==> src/rtl/fifo_ctrl.sv <==
// -----------------------------------------------------------------------------
// fifo_ctrl
//   Pointer/flag controller sitting directly upstream of a dual-port
//   DATA_WIDTH x 2**ADDR_WIDTH memory. Together with that memory it forms one
//   transaction-layer FIFO: push/pop requests become memory accesses, the
//   occupancy is tracked, status flags are derived and the memory's
//   registered read data is returned with a one-cycle valid strobe.
//
// Ports
//   clk           in   system clock, all state updates on the rising edge
//   reset_L       in   asynchronous active-low reset
//   push, pop     in   write / read requests
//   data_in       in   word to store
//   umbral_alto   in   almost-full threshold (entries)
//   umbral_bajo   in   almost-empty threshold (entries)
//   mem_data_out  in   registered read data from the memory
//   mem_wr_en     out  memory write enable (accepted push)
//   mem_rd_en     out  memory read enable (accepted pop)
//   mem_wr_add    out  memory write address (write pointer)
//   mem_rd_add    out  memory read address (read pointer)
//   mem_data_in   out  memory write data (pass-through of data_in)
//   data_out      out  popped word, held between pops
//   valid_out     out  data_out carries a newly popped word this cycle
//   count         out  occupancy 0..DEPTH
//   full, empty, almost_full, almost_empty  out  status flags
//   fifo_error    out  sticky overflow/underflow indicator
// -----------------------------------------------------------------------------
module fifo_ctrl #(
  parameter int DATA_WIDTH = 10,
  parameter int ADDR_WIDTH = 4
) (
  input  logic                  clk,
  input  logic                  reset_L,
  input  logic                  push,
  input  logic                  pop,
  input  logic [DATA_WIDTH-1:0] data_in,
  input  logic [ADDR_WIDTH:0]   umbral_alto,
  input  logic [ADDR_WIDTH:0]   umbral_bajo,
  input  logic [DATA_WIDTH-1:0] mem_data_out,
  output logic                  mem_wr_en,
  output logic                  mem_rd_en,
  output logic [ADDR_WIDTH-1:0] mem_wr_add,
  output logic [ADDR_WIDTH-1:0] mem_rd_add,
  output logic [DATA_WIDTH-1:0] mem_data_in,
  output logic [DATA_WIDTH-1:0] data_out,
  output logic                  valid_out,
  output logic [ADDR_WIDTH:0]   count,
  output logic                  full,
  output logic                  empty,
  output logic                  almost_full,
  output logic                  almost_empty,
  output logic                  fifo_error
);

  // DEPTH = 2**ADDR_WIDTH expressed at the width of the count register.
  localparam logic [ADDR_WIDTH:0]   DEPTH    = {1'b1, {ADDR_WIDTH{1'b0}}};
  localparam logic [ADDR_WIDTH-1:0] PTR_ONE  = {{(ADDR_WIDTH-1){1'b0}}, 1'b1};
  localparam logic [ADDR_WIDTH:0]   CNT_ONE  = {{ADDR_WIDTH{1'b0}}, 1'b1};

  logic [ADDR_WIDTH-1:0] wr_ptr_q, wr_ptr_d;
  logic [ADDR_WIDTH-1:0] rd_ptr_q, rd_ptr_d;
  logic [ADDR_WIDTH:0]   count_q,  count_d;
  logic                  error_q,  error_d;
  logic                  valid_q,  valid_d;
  logic [DATA_WIDTH-1:0] hold_q,   hold_d;

  logic full_s;
  logic empty_s;
  logic push_ok_s;
  logic pop_ok_s;

  // Status flags and request acceptance, all from registered occupancy.
  always_comb begin
    empty_s   = (count_q == {(ADDR_WIDTH+1){1'b0}});
    full_s    = (count_q == DEPTH);
    // Full FIFO rejects the push, empty FIFO rejects the pop: no
    // write-through and no bypass in either corner.
    push_ok_s = push & ~full_s;
    pop_ok_s  = pop  & ~empty_s;
  end

  // Next-state for pointers, occupancy, sticky error and read-data holding.
  always_comb begin
    wr_ptr_d = wr_ptr_q;
    rd_ptr_d = rd_ptr_q;
    count_d  = count_q;
    if (push_ok_s) begin
      wr_ptr_d = wr_ptr_q + PTR_ONE;   // wraps naturally at DEPTH-1
    end else begin
      wr_ptr_d = wr_ptr_q;
    end
    if (pop_ok_s) begin
      rd_ptr_d = rd_ptr_q + PTR_ONE;
    end else begin
      rd_ptr_d = rd_ptr_q;
    end
    case ({push_ok_s, pop_ok_s})
      2'b10:   count_d = count_q + CNT_ONE;
      2'b01:   count_d = count_q - CNT_ONE;
      default: count_d = count_q;      // idle, or push and pop together
    endcase
    // A rejected request only sets the sticky error; it never clears.
    error_d = error_q | (push & full_s) | (pop & empty_s);
    valid_d = pop_ok_s;
    // The memory presents fresh data during the valid cycle; capture it so
    // data_out keeps showing the last popped word afterwards.
    if (valid_q) begin
      hold_d = mem_data_out;
    end else begin
      hold_d = hold_q;
    end
  end

  // State registers with asynchronous active-low reset.
  always_ff @(posedge clk or negedge reset_L) begin
    if (!reset_L) begin
      wr_ptr_q <= {ADDR_WIDTH{1'b0}};
      rd_ptr_q <= {ADDR_WIDTH{1'b0}};
      count_q  <= {(ADDR_WIDTH+1){1'b0}};
      error_q  <= 1'b0;
      valid_q  <= 1'b0;
      hold_q   <= {DATA_WIDTH{1'b0}};
    end else begin
      wr_ptr_q <= wr_ptr_d;
      rd_ptr_q <= rd_ptr_d;
      count_q  <= count_d;
      error_q  <= error_d;
      valid_q  <= valid_d;
      hold_q   <= hold_d;
    end
  end

  // Memory interface: enables are gated by reset so nothing is written or
  // read while reset_L is held low, whatever push/pop do.
  assign mem_wr_en    = push_ok_s & reset_L;
  assign mem_rd_en    = pop_ok_s  & reset_L;
  assign mem_wr_add   = wr_ptr_q;
  assign mem_rd_add   = rd_ptr_q;
  assign mem_data_in  = data_in;

  // Read return path: one cycle after an accepted pop.
  assign valid_out    = valid_q;
  assign data_out     = valid_q ? mem_data_out : hold_q;

  assign count        = count_q;
  assign full         = full_s;
  assign empty        = empty_s;
  assign almost_full  = (count_q >= umbral_alto);
  assign almost_empty = (count_q <= umbral_bajo);
  assign fifo_error   = error_q;

endmodule

==> config.mk <==
export PLATFORM = sky130hd
export DESIGN_NAME = fifo_ctrl
export DESIGN_NICKNAME = d
export VERILOG_FILES = /design/src/rtl/fifo_ctrl.sv
export SDC_FILE = /design/constraint.sdc
export NUM_CORES = 1
export LEC_CHECK = 0
export ABC_AREA = 1
export CELL_PAD_IN_SITES_DETAIL_PLACEMENT = 0
export CELL_PAD_IN_SITES_GLOBAL_PLACEMENT = 2
export CORE_ASPECT_RATIO = 0.7
export CORE_MARGIN = 8
export CORE_UTILIZATION = 23
export CTS_CLUSTER_SIZE = 24
export DETAILED_ROUTE_END_ITERATION = 7
export PLACE_DENSITY = 0.88
export RECOVER_POWER = 25
export SLEW_MARGIN = 10
export SYNTH_ARGS = -nofsm -noshare
export SYNTH_HDL_FRONTEND = slang
export SYNTH_SLANG_ARGS = --single-unit
export TNS_END_PERCENT = 5
==> constraint.sdc <==
create_clock -name clk -period 2.68 [get_ports clk]
set_clock_uncertainty 0.05 [all_clocks]
set_input_delay 0.268 -clock clk [delete_from_list [all_inputs] [get_ports clk]]
set_output_delay 0.268 -clock clk [all_outputs]
set_load 0.01 [all_outputs]
After elaboration in Yosys (flattened, before gate mapping). Cells that the tools add are included.

Flip-flop bits (word level): 25. Output and inout port bits: 41.

$add $sub $neg: 4. $lt $le $gt $ge: 2. Equality and inequality tests: 3. Muxes and demuxes: 2. Bitwise operators: 10. Reduce and logical (&&, ||, !) cells: 2.

Operators by type and width (number): 10-bit 2-to-1 mux (1); 5-bit one-hot mux with 2 select lines (1); 4-bit by 1-bit adder with 4-bit output (second input constant) (2); 1-bit AND (6); 5-bit by 1-bit adder with 5-bit output (second input constant) (1); 5-bit equality test (second input constant) (1); 5-bit greater-or-equal comparator (1); 5-bit less-or-equal comparator (1); 5-bit logical NOT (1); 5-bit by 1-bit subtractor with 5-bit output (second input constant) (1); 2-bit by 1-bit equality test with 1-bit output (second input constant) (1); 2-bit equality test (second input constant) (1); 1-bit inverter (2); 1-bit OR (2); 2-bit nonzero test (1).

Depth between registers and ports, before layout.
Depth in word-level cells: 5. Gate-level depth with buffers: 17. Mapped depth without buffers: 16.

Least setup slack after synthesis. No wires, ideal clock.

Path type: reg2reg. Start point: reg count_q[3] (netlist: count[3]). End point: reg count_q[4] (netlist: count[4]). Setup time: 117 ps. Data arrival time: 2013 ps. Required time: 2513 ps. Path slack: 500 ps. Cell stages (with the launch flop): 16. Path buffers: 1. Clock period less this slack: 2180 ps. Cell sequence: dfrtp_1 -> nor2_2 -> nand4_2 -> nand2_4 -> inv_1 -> ha_1 -> buf_6 -> nor2_1 -> nor2_4 -> ha_1 -> inv_1 -> nand2_1 -> nand3_2 -> nand3_1 -> nand3_1 -> nand2_1.

Longest elaborated chain between the ends: 5.

RTL lines: start: declaration (line 62) `logic [ADDR_WIDTH:0] count_q, count_d;`; start signal: assignment (line 119) `count_q <= {(ADDR_WIDTH+1){1'b0}};`; start signal: assignment (line 126) `count_q <= count_d;`; 5-bit logical NOT (*) (line 74) `empty_s = (count_q == {(ADDR_WIDTH+1){1'b0}});`; 1-bit inverter (*) (line 79) `pop_ok_s = pop & ~empty_s;`; 1-bit AND (*) (line 79); via pop_ok_s (line 70) `logic pop_ok_s;`; 2-bit by 1-bit equality test with 1-bit output or 2-bit equality test (tied branches) (line 97) `case ({push_ok_s, pop_ok_s})`; 5-bit one-hot mux with 2 select lines or 2-bit nonzero test (tied branches).

Mark *: on every way through the listed nets, which the timed path passes. The rest lies on a longest branch. A chain may end at the register's enable or synchronous reset.

Worst setup path in the final report.
Start point: reg count_q[4] (netlist: count[4]). End point: out almost_full.

Longest elaborated chain between the ends: 1.

RTL lines: 5-bit greater-or-equal comparator (line 148) `assign almost_full = (count_q >= umbral_alto);`; end: declaration (line 50) `output logic almost_full,`.

No other way between the ends.

==> impl_results.md <==
* Initial antenna violation count at 0
* Layout cell share with drive strength beyond 1 at 13.57%
* Most area-hungry cell type in the Yosys netlist: sky130_fd_sc_hd__dfrtp_1
* Distinct cell type count of the synthesized netlist at 28
* Class of the most critical setup path: reg -> out
* Post-synthesis to final-layout area growth at 41.12%
* Core outline area at 0.006694 mm2
* Launching element of the worst setup path: count[4]
* Routed WL at 3.877 mm
* Hold buffer count at CTS at 0
* Cell types with the highest counts after synthesis: 32 x sky130_fd_sc_hd__nand2_1, 25 x sky130_fd_sc_hd__dfrtp_1, 24 x sky130_fd_sc_hd__inv_1, 15 x sky130_fd_sc_hd__ha_1
* Sequential share of the synthesized area at 39.84%
* Number of buffers on the longest clock path at 2
* Clock slew at reported path FFs at 90 ps
* Post-Synthesis Mean Instance Area at 9.237 um2
* Cell at the root of the clock tree: sky130_fd_sc_hd__clkbuf_8
* Fraction of synthesis flops using an asynchronous set or reset pin at 100.0%
* Net count of the mapped netlist at 219
* Post-CTS repair timing setup buffer count at 0
* Number of violations of the max-capacitance limit at 0
* Worst hold path class: reg -> reg
* Area of the die at 0.009770 mm2
* CTS tree: built
* Effective utilization at floorplan at 23.46%
* Beginning of the worst register-to-register path: count[0]
* Largest net degree at the start of global routing at 26
* Vias in the first global route at 1326
* Wire length on met3 at 296 um
* Count of standard-cell rows at 25
* Latest clock arrival within the worst-skew pair at 270 ps
* Pin slew with the least headroom to its limit at 1381 ps
* Number of nets in the layout at 271
* Share of the synthesized area in the top cell type at 39.84%
* Avg Vias per Cell at 4.038
* GRT Total Usage at 8.296%
* Routability congestion estimate at 0.7703
* Final Max Tran Viols at 0
* First-pass GRT wire length at 6.651 mm
* Met1 routed wirelength after detailed routing at 1.914 mm
* Number of synthesized register bits at 25
* CP required at 2360 ps
* Top layer used by detailed routing: met4
* Max VDD drop at 0.4424 mV
* Power density over cell area at 957.4 mW/mm2
* Post-Syn Instances at 170
* Dominant cell by count in the synthesized netlist: sky130_fd_sc_hd__nand2_1
* CTS H-tree lvls at 1
* Initial detailed-routing violation count at 29
* Final global-route overflow total at 0
* Critical Path Fanout Max at 7
* Hpwl dp at 3.119 mm
* Die Span Y at 85.13 um
* Dominant synthesized flop cell: sky130_fd_sc_hd__dfrtp_1
* Startpoint of the most critical hold path: fifo_error
* Number of setup violations in the final report at 0
* Post-route clock period utilization at 91.57%
* Sum of internal, switching and leakage power at 2121 uW
* Status: completed
* Netlist area before placement at 0.001570 mm2
* Vias at 1272
* RSZ-0062 raised after global routing: false
* Post_cts resized at 0
* Max transition margin at 7.913%
* Data arrival time at the worst-slack endpoint at 2140 ps
* Count of clock tree sinks at 25
* F_max at 0.4075 GHz
* Total of warnings raised by yosys at 0
* Hold Fails Final Rpt at 0
* Critical Path Start Type: flip-flop
* Largest cells by area after synthesis: sky130_fd_sc_hd__dfrtp_1 40%, sky130_fd_sc_hd__ha_1 12%, sky130_fd_sc_hd__nand2_1 7.6%
* Summed negative setup slack over all endpoints at 0 ps
* Ant. Diodes at 0
* Top-level I/O count at 75
* Average routed wire per standard cell at 12.31 um
* Total DRC errors in the routed layout at 0
* Met2 routed wirelength at 1.658 mm
* Final min period at 2454 ps
* Number of buffers added by the clock tree synthesis step at 3
* Fillers at 699
* Chip Width at 114.8 um
* Leakage power figure at 0.001039 uW
* Final ANT Viol Nets at 0
* Number of synthesized flops with an enable pin at 0
* Number of port buffers at 54
* Crit path capture type: output pin
* TritonRoute pass-1 iters at 4
==> placed cells by master, fill, tap and decap left out, types with 2 or more instances in the layout <==
| cell | n |
|---|---|
| sky130_fd_sc_hd__xor2_1 | 2 |
| sky130_fd_sc_hd__nand2_1 | 32 |
| sky130_fd_sc_hd__clkdlybuf4s50_1 | 53 |
| sky130_fd_sc_hd__nand2_4 | 2 |
| sky130_fd_sc_hd__nor2_1 | 4 |
| sky130_fd_sc_hd__clkbuf_1 | 2 |
| sky130_fd_sc_hd__o21ai_0 | 4 |
| sky130_fd_sc_hd__nand3_2 | 2 |
| sky130_fd_sc_hd__inv_2 | 2 |
| sky130_fd_sc_hd__ha_1 | 15 |
| sky130_fd_sc_hd__mux2_2 | 10 |
| sky130_fd_sc_hd__inv_1 | 24 |
| sky130_fd_sc_hd__dfrtp_1 | 25 |
| sky130_fd_sc_hd__buf_4 | 4 |
| sky130_fd_sc_hd__nand4_2 | 2 |
| sky130_fd_sc_hd__nor2_2 | 3 |
| sky130_fd_sc_hd__clkbuf_8 | 3 |
| sky130_fd_sc_hd__xnor2_1 | 6 |
| sky130_fd_sc_hd__a21oi_1 | 6 |
| sky130_fd_sc_hd__nand3_1 | 10 |
==> metal layers <==
layer  vias to the layer above  track usage, %
li1                        640               -
met1                       599           11.04
met2                        31           12.08
met3                         2           3.898
met4                         0           1.188
met5                         -               0
==> kinds of logic (layout without fill, tap and decap cells) <==
family | count (synthesis) | in the layout | synth area share, %
AND/OR/NAND/NOR | 60 | 60 | 19.60
XOR/XNOR | 8 | 8 | 4.462
flip-flops | 25 | 25 | 39.84
adder cells (fa/ha/maj) | 15 | 15 | 11.95
AO/OA/AOI/OAI | 14 | 14 | 4.941
buffers and inverters | 38 | 89 | 12.03
multiplexers | 10 | 10 | 7.171
==> sequential cells by signal, summed over array words and instances, names as in the netlist <==
| register | cells |
|---|---|
| mem_wr_add | 4 |
| hold_q | 10 |
| count | 5 |
| valid_out | 1 |
| mem_rd_add | 4 |
| fifo_error | 1 |
==> stage by stage <==
stage | worst slack [ps] | utilization [%] | hold WS [ps] | area (um2) | std cells
after floorplan | 499.8 | - | -77.59 | 1570 | 170
after global placement | 330.3 | 32.49 | 410.9 | 2175 | 311
after detailed placement | 282.8 | 32.49 | 405.6 | 2175 | 311
after CTS | 183.4 | 33.16 | 354.3 | 2220 | 315
after global routing | 68.54 | 33.10 | 470.7 | 2216 | 315
final | 225.8 | 33.10 | 424.2 | 2216 | 315
==> path summary, 6_finish.rpt <==
kind	end	slack, ps	depth (start not counted)
worst max-delay path	almost_full	230	4
worst min-delay path	fifo_error	420	2
worst max register to register	count[4]	450	14
worst min register to register	fifo_error	420	2
max in group asynchronous	count[3]	950	2
min in group asynchronous	mem_rd_add[2]	820	2
==> power breakdown <==
group	internal, uW	switching, uW
combinational	647	588
sequential	520	142
clock	106	118
total	1270	848
==> final cells by class <==
cell class	instances	area, um2	area share, %
inverter	26	97.59	4.404
timing repair buffer	59	574.3	25.92
sequential	25	625.6	28.23
clock buffer	4	45.04	2.033
tap	94	117.6	5.308
multi-input combinational	107	755.7	34.10
==> critical path: stages (launching register included) <==
cell	delay [ps]
sky130_fd_sc_hd__dfrtp_1	500
sky130_fd_sc_hd__ha_1	370
sky130_fd_sc_hd__nand2_1	70
sky130_fd_sc_hd__o311ai_0	320
sky130_fd_sc_hd__clkdlybuf4s50_1	600
Power figures use the tool's default switching activity.
